### src/rtl/i2c_pkg.sv
// Shared I2C constants: default received-word width, default RX FIFO depth,
// and the pointer-width helper used by the I2C slave side.
package i2c_pkg;

   localparam int I2C_WORD_WIDTH = 32;
   localparam int I2C_FIFO_DEPTH = 8;

   // Address width for a power-of-two buffer; never narrower than one bit.
   function automatic int ptr_w(input int depth);
      return (depth <= 2) ? 1 : $clog2(depth);
   endfunction

endpackage

### src/rtl/i2c_fifo_ram.sv
// Storage array for the I2C RX word FIFO: one synchronous write port and
// one asynchronous read port. Array contents are intentionally not reset.
module i2c_fifo_ram #(
   parameter int W     = 32,
   parameter int DEPTH = 8,
   parameter int AW    = 3
) (
   input  logic          clk,
   input  logic          we,
   input  logic [AW-1:0] waddr,
   input  logic [W-1:0]  wdata,
   input  logic [AW-1:0] raddr,
   output logic [W-1:0]  rdata
);

   logic [W-1:0] mem_q [DEPTH];

   always_ff @(posedge clk) begin
      if (we) mem_q[waddr] <= wdata;
   end

   assign rdata = mem_q[raddr];

endmodule

### src/rtl/i2c_rx_word_fifo.sv
// Show-ahead word FIFO between the I2C slave receiver and its consumer.
// Defining I2C_RX_FIFO_PARITY_EN adds a per-word even-parity bit and perr.
module i2c_rx_word_fifo
   import i2c_pkg::*;
#(
   parameter int WIDTH = I2C_WORD_WIDTH,
   parameter int DEPTH = I2C_FIFO_DEPTH
) (
   input  logic                   clk,
   input  logic                   rst,
   input  logic                   wr_stb,
   input  logic [WIDTH-1:0]       wr_data,
   output logic                   rd_valid,
   input  logic                   rd_ready,
   output logic [WIDTH-1:0]       rd_data,
   input  logic                   flush,
   input  logic                   ovf_clr,
   output logic [$clog2(DEPTH):0] count,
   output logic                   full,
   output logic                   ovf
`ifdef I2C_RX_FIFO_PARITY_EN
   ,
   output logic                   perr
`endif
);

   localparam int PW = ptr_w(DEPTH);
   localparam int CW = $clog2(DEPTH) + 1;
`ifdef I2C_RX_FIFO_PARITY_EN
   localparam int MW = WIDTH + 1;
`else
   localparam int MW = WIDTH;
`endif

   logic [PW-1:0] wr_ptr_q, wr_ptr_d;
   logic [PW-1:0] rd_ptr_q, rd_ptr_d;
   logic [CW-1:0] count_q, count_d;
   logic          ovf_q, ovf_d;
   logic          push, pop, drop;
   logic [MW-1:0] ram_wdata, ram_rdata;

   assign full     = (count_q == CW'(DEPTH));
   assign rd_valid = (count_q != '0);
   // An empty FIFO never pops, so a same-cycle push with rd_ready is stored.
   assign pop      = rd_valid & rd_ready;
   assign push     = wr_stb & (~full | pop);
   assign drop     = wr_stb & full & ~pop;

   always_comb begin
      wr_ptr_d = wr_ptr_q;
      rd_ptr_d = rd_ptr_q;
      count_d  = count_q;
      ovf_d    = ovf_q;
      if (flush) begin
         wr_ptr_d = '0;
         rd_ptr_d = '0;
         count_d  = '0;
         ovf_d    = 1'b0;
      end else begin
         if (push) wr_ptr_d = wr_ptr_q + PW'(1);
         if (pop)  rd_ptr_d = rd_ptr_q + PW'(1);
         if (push && !pop)      count_d = count_q + CW'(1);
         else if (pop && !push) count_d = count_q - CW'(1);
         // A new drop wins over a coincident clear.
         if (drop)         ovf_d = 1'b1;
         else if (ovf_clr) ovf_d = 1'b0;
      end
   end

   always_ff @(posedge clk or posedge rst) begin
      if (rst) begin
         wr_ptr_q <= '0;
         rd_ptr_q <= '0;
         count_q  <= '0;
         ovf_q    <= 1'b0;
      end else begin
         wr_ptr_q <= wr_ptr_d;
         rd_ptr_q <= rd_ptr_d;
         count_q  <= count_d;
         ovf_q    <= ovf_d;
      end
   end

`ifdef I2C_RX_FIFO_PARITY_EN
   assign ram_wdata = {^wr_data, wr_data};
   assign perr      = rd_valid & ((^ram_rdata[WIDTH-1:0]) != ram_rdata[WIDTH]);
`else
   assign ram_wdata = wr_data;
`endif

   i2c_fifo_ram #(
      .W     (MW),
      .DEPTH (DEPTH),
      .AW    (PW)
   ) u_ram (
      .clk   (clk),
      .we    (push & ~flush),
      .waddr (wr_ptr_q),
      .wdata (ram_wdata),
      .raddr (rd_ptr_q),
      .rdata (ram_rdata)
   );

   assign rd_data = ram_rdata[WIDTH-1:0];
   assign count   = count_q;
   assign ovf     = ovf_q;

endmodule

### config.mk
export PLATFORM = sky130hd
export DESIGN_NAME = i2c_rx_word_fifo
export DESIGN_NICKNAME = d
export VERILOG_FILES = /design/src/rtl/i2c_pkg.sv /design/src/rtl/i2c_fifo_ram.sv /design/src/rtl/i2c_rx_word_fifo.sv
export SDC_FILE = /design/constraint.sdc
export NUM_CORES = 1
export LEC_CHECK = 0
export CORE_MARGIN = 2
export CORE_UTILIZATION = 50
export CTS_CLUSTER_DIAMETER = 80
export DETAILED_ROUTE_END_ITERATION = 10
export GPL_TIMING_DRIVEN = 0
export PLACE_DENSITY = 0.7
export SKIP_CTS_REPAIR_TIMING = 1
export SYNTH_ARGS = -nofsm -noshare
export SYNTH_HDL_FRONTEND = slang
export SYNTH_SLANG_ARGS = --single-unit
### constraint.sdc
create_clock -name clk -period 6.86 [get_ports clk]
set_input_delay 1.372 -clock clk [delete_from_list [all_inputs] [get_ports clk]]
set_output_delay 1.372 -clock clk [all_outputs]
set_load 0.01 [all_outputs]
==> reports/qor.txt <==
synthesized area: 0.0103 sq mm
Layout Utilization: 0.617
Crit path buffers/inverters: 3
Worst Tran Pin Value: 0.994 ns
CTS Buf Count: 25
CTS Sinks: 267
CTS tree: built
Post-synth EDFFs: 256
total core area: 0.0202 sq mm
vias in the first global route: 5375
detailed placement HPWL: 13300 microns
Synth top area share: 0.745
Max Freq: 0.230 GHz
clk_skew: 0.00916 ns
slowest stage delay, CP: 0.62 ns
syn avg cell area: 22.7 sq um
Crit path max-delay family: buffers and inverters
share of layout cells above drive strength 1: 0.295
Residual DRC: 0
most common cell after layout, fill and taps aside: edfxtp_1
cell count along the critical path: 5
fin worst setup slack: 2.52 ns
Yosys reg bits: 267
startpoint types: flop
nature of the critical path endpoint: output pin
H-tree Lvls: 1
final worst path period need: 4.34 ns
clock root buffer: clkbuf_16
Fin. Hold Viols: 0
Final Max Slew Viols: 0
Most used DFF post-synth: edfxtp_1
# IOs: 77
die span in x: 148 microns
run status: complete, no violations
Final Wtd Congestion: 0.777
die height: 148 microns
static power due to leakage: 0.00398 uW
max-cap violations: 0
clock latency at the later pin of the worst-skew pair: 0.52 ns
Routed Antenna Nets: 0
sequential element share of the synthesized area: 0.771
Finish-stage setup viols: 0
Synth Instances: 454
unrepaired setup endpoints after global routing: no
critical path peak fanout: 10
Cell variety after synth: 37
# rows: 52
Worst Reg-to-Reg Cells: 7
DR pass1 iterations: 4
total grt overflow: 0
fin crit share: 0.633
Vias: 4925
first-pass GRT wire length: 30800 microns
CP arrival: 2.97 ns
clock-pin slew on the worst setup and hold paths: 0.06 ns
total wire length: 19900 microns
peak supply drop: 237 uV
CP max stage cell: clkbuf_1
routed vias/inst: 5.65
WL/cell: 22.8 microns
initial antenna violation count: 1
WP data required: 5.49 ns
Min Hold Slack: 0.554 ns
most frequent cells in the layout: edfxtp_1, clkdlybuf4s50_1, mux4_2, mux2_2, clkbuf_16
NumNets Final: 625
Synth-to-Final Area Change: 21.0%
P per Cell Area: 334 mW/mm^2
net count after synthesis: 497
cells along the critical path: buf_2 > clkbuf_1 > mux4_2 > mux2_2 > clkdlybuf4s50_1
Starting Density: 0.510
CTS max path bufs: 3
Yosys warning count: 0
port buffer count: 75
Hold Path Cell Cnt: 2
die area: 0.0218 sq mm
HP Class: reg2reg
synth top area cells: edfxtp_1, mux4_2, mux2_2, dfrtp_1, ha_1
kind of critical path: reg2out
largest net degree at the start of global routing: 20
worst slack, placed: 2.56 ns
Yosys top cell by area: edfxtp_1
Worst slew margin: 0.334
gr usage total: 0.188
Final Power: 4170 uW
Synth async-reset ratio: 0.0412
First DRT Iteration DRCs: 315
-- worst paths after layout --
kind                       slack, ns               startpoint                           to
setup / recovery                2.52  rd_ptr_q[1]$_DFFE_PP0P_                  rd_data[22]
hold / removal                  0.55          ovf$_DFFE_PP0P_              ovf$_DFFE_PP0P_
setup reg to reg                4.10     count[3]$_DFFE_PP0P_  u_ram.mem_q[2][5]$_DFFE_PP_
hold reg to reg                 0.55          ovf$_DFFE_PP0P_              ovf$_DFFE_PP0P_
max in group asynchronous       5.33                      rst      wr_ptr_q[2]$_DFFE_PP0P_
min in group asynchronous       1.19                      rst              ovf$_DFFE_PP0P_
-- kinds of logic (layout without fill, tap and decap cells) --
family | Yosys count | after routing | share of synthesized area
adder cells (fa/ha/maj) | 5 | 5 | 0.00679
AO/OA/AOI/OAI | 16 | 16 | 0.0109
other | 0 | 1 | 0
AND/OR/NAND/NOR | 32 | 32 | 0.0166
buffers and inverters | 29 | 176 | 0.0119
multiplexers | 99 | 99 | 0.177
flip-flops | 267 | 267 | 0.771
XOR/XNOR | 6 | 6 | 0.00509
-- flip-flops by register name (all words and copies together) (netlist names) --
| name | count |
|---|---|
| ovf | 1 |
| rd_ptr_q | 3 |
| wr_ptr_q | 3 |
| u_ram.mem_q | 256 |
| count | 4 |
-- worst register-to-register path, stage by stage, from the launching register on --
cell and delay [ns]:
dfrtp_1 0.47, or4b_4 0.28, o21ai_2 0.08, or2_1 0.34, nor3_2 0.74, buf_6 0.25, buf_6 0.16, buf_6 0.15
-- per-layer routing --
| layer | GRT usage | share of wire |
|---|---|---|
| met2 | 0.328 | 0.53 |
| met3 | 0.0321 | 0.060 |
| met5 | 0 | 0 |
| met1 | 0.249 | 0.40 |
| met4 | 0.0462 | 0.015 |
-- stage by stage --
stage               area, sq um  instances  TNS, ns
floorplan                 10300        454        0
global placement          11400        799  -185.18
detailed placement        11700        825        0
CTS                       12500        871        0
global route              12500        871        0
finish                    12500        872        0
-- where the power goes --
| part | internal, uW | switching (uW) | total (uW) |
|---|---|---|---|
| logic | 593 | 462 | 1060 |
| clock network | 694 | 558 | 1250 |
| registers | 1830 | 30.2 | 1860 |
| total | 3120 | 1050 | 4170 |
-- cells in the mapped netlist (2+ instances only) --
cell	instances
nand2_1	2
nand2b_1	3
buf_1	2
nor3_1	4
ha_1	4
xor2_1	4
clkbuf_1	12
nor2_1	11
or3_1	2
xnor2_1	2
mux2_2	32
mux4_2	64
buf_2	8
dfrtp_1	11
nor4_1	3
inv_1	6
a211oi_1	2
o211ai_1	4
mux2i_1	3
a21oi_1	3
edfxtp_1	256
-- final cells by class --
cell class	count	area [sq um]
Sequential cell	267	7960
Fill cell	1385	7740
Multi-Input combinational cell	158	2290
Timing Repair Buffer	101	1040
Clock buffer	34	679
Tap cell	270	338
Buffer	23	100
Clock inverter	12	62.6
Inverter	6	22.5
Antenna cell	1	2.50
(Power assumes the default switching activity.)
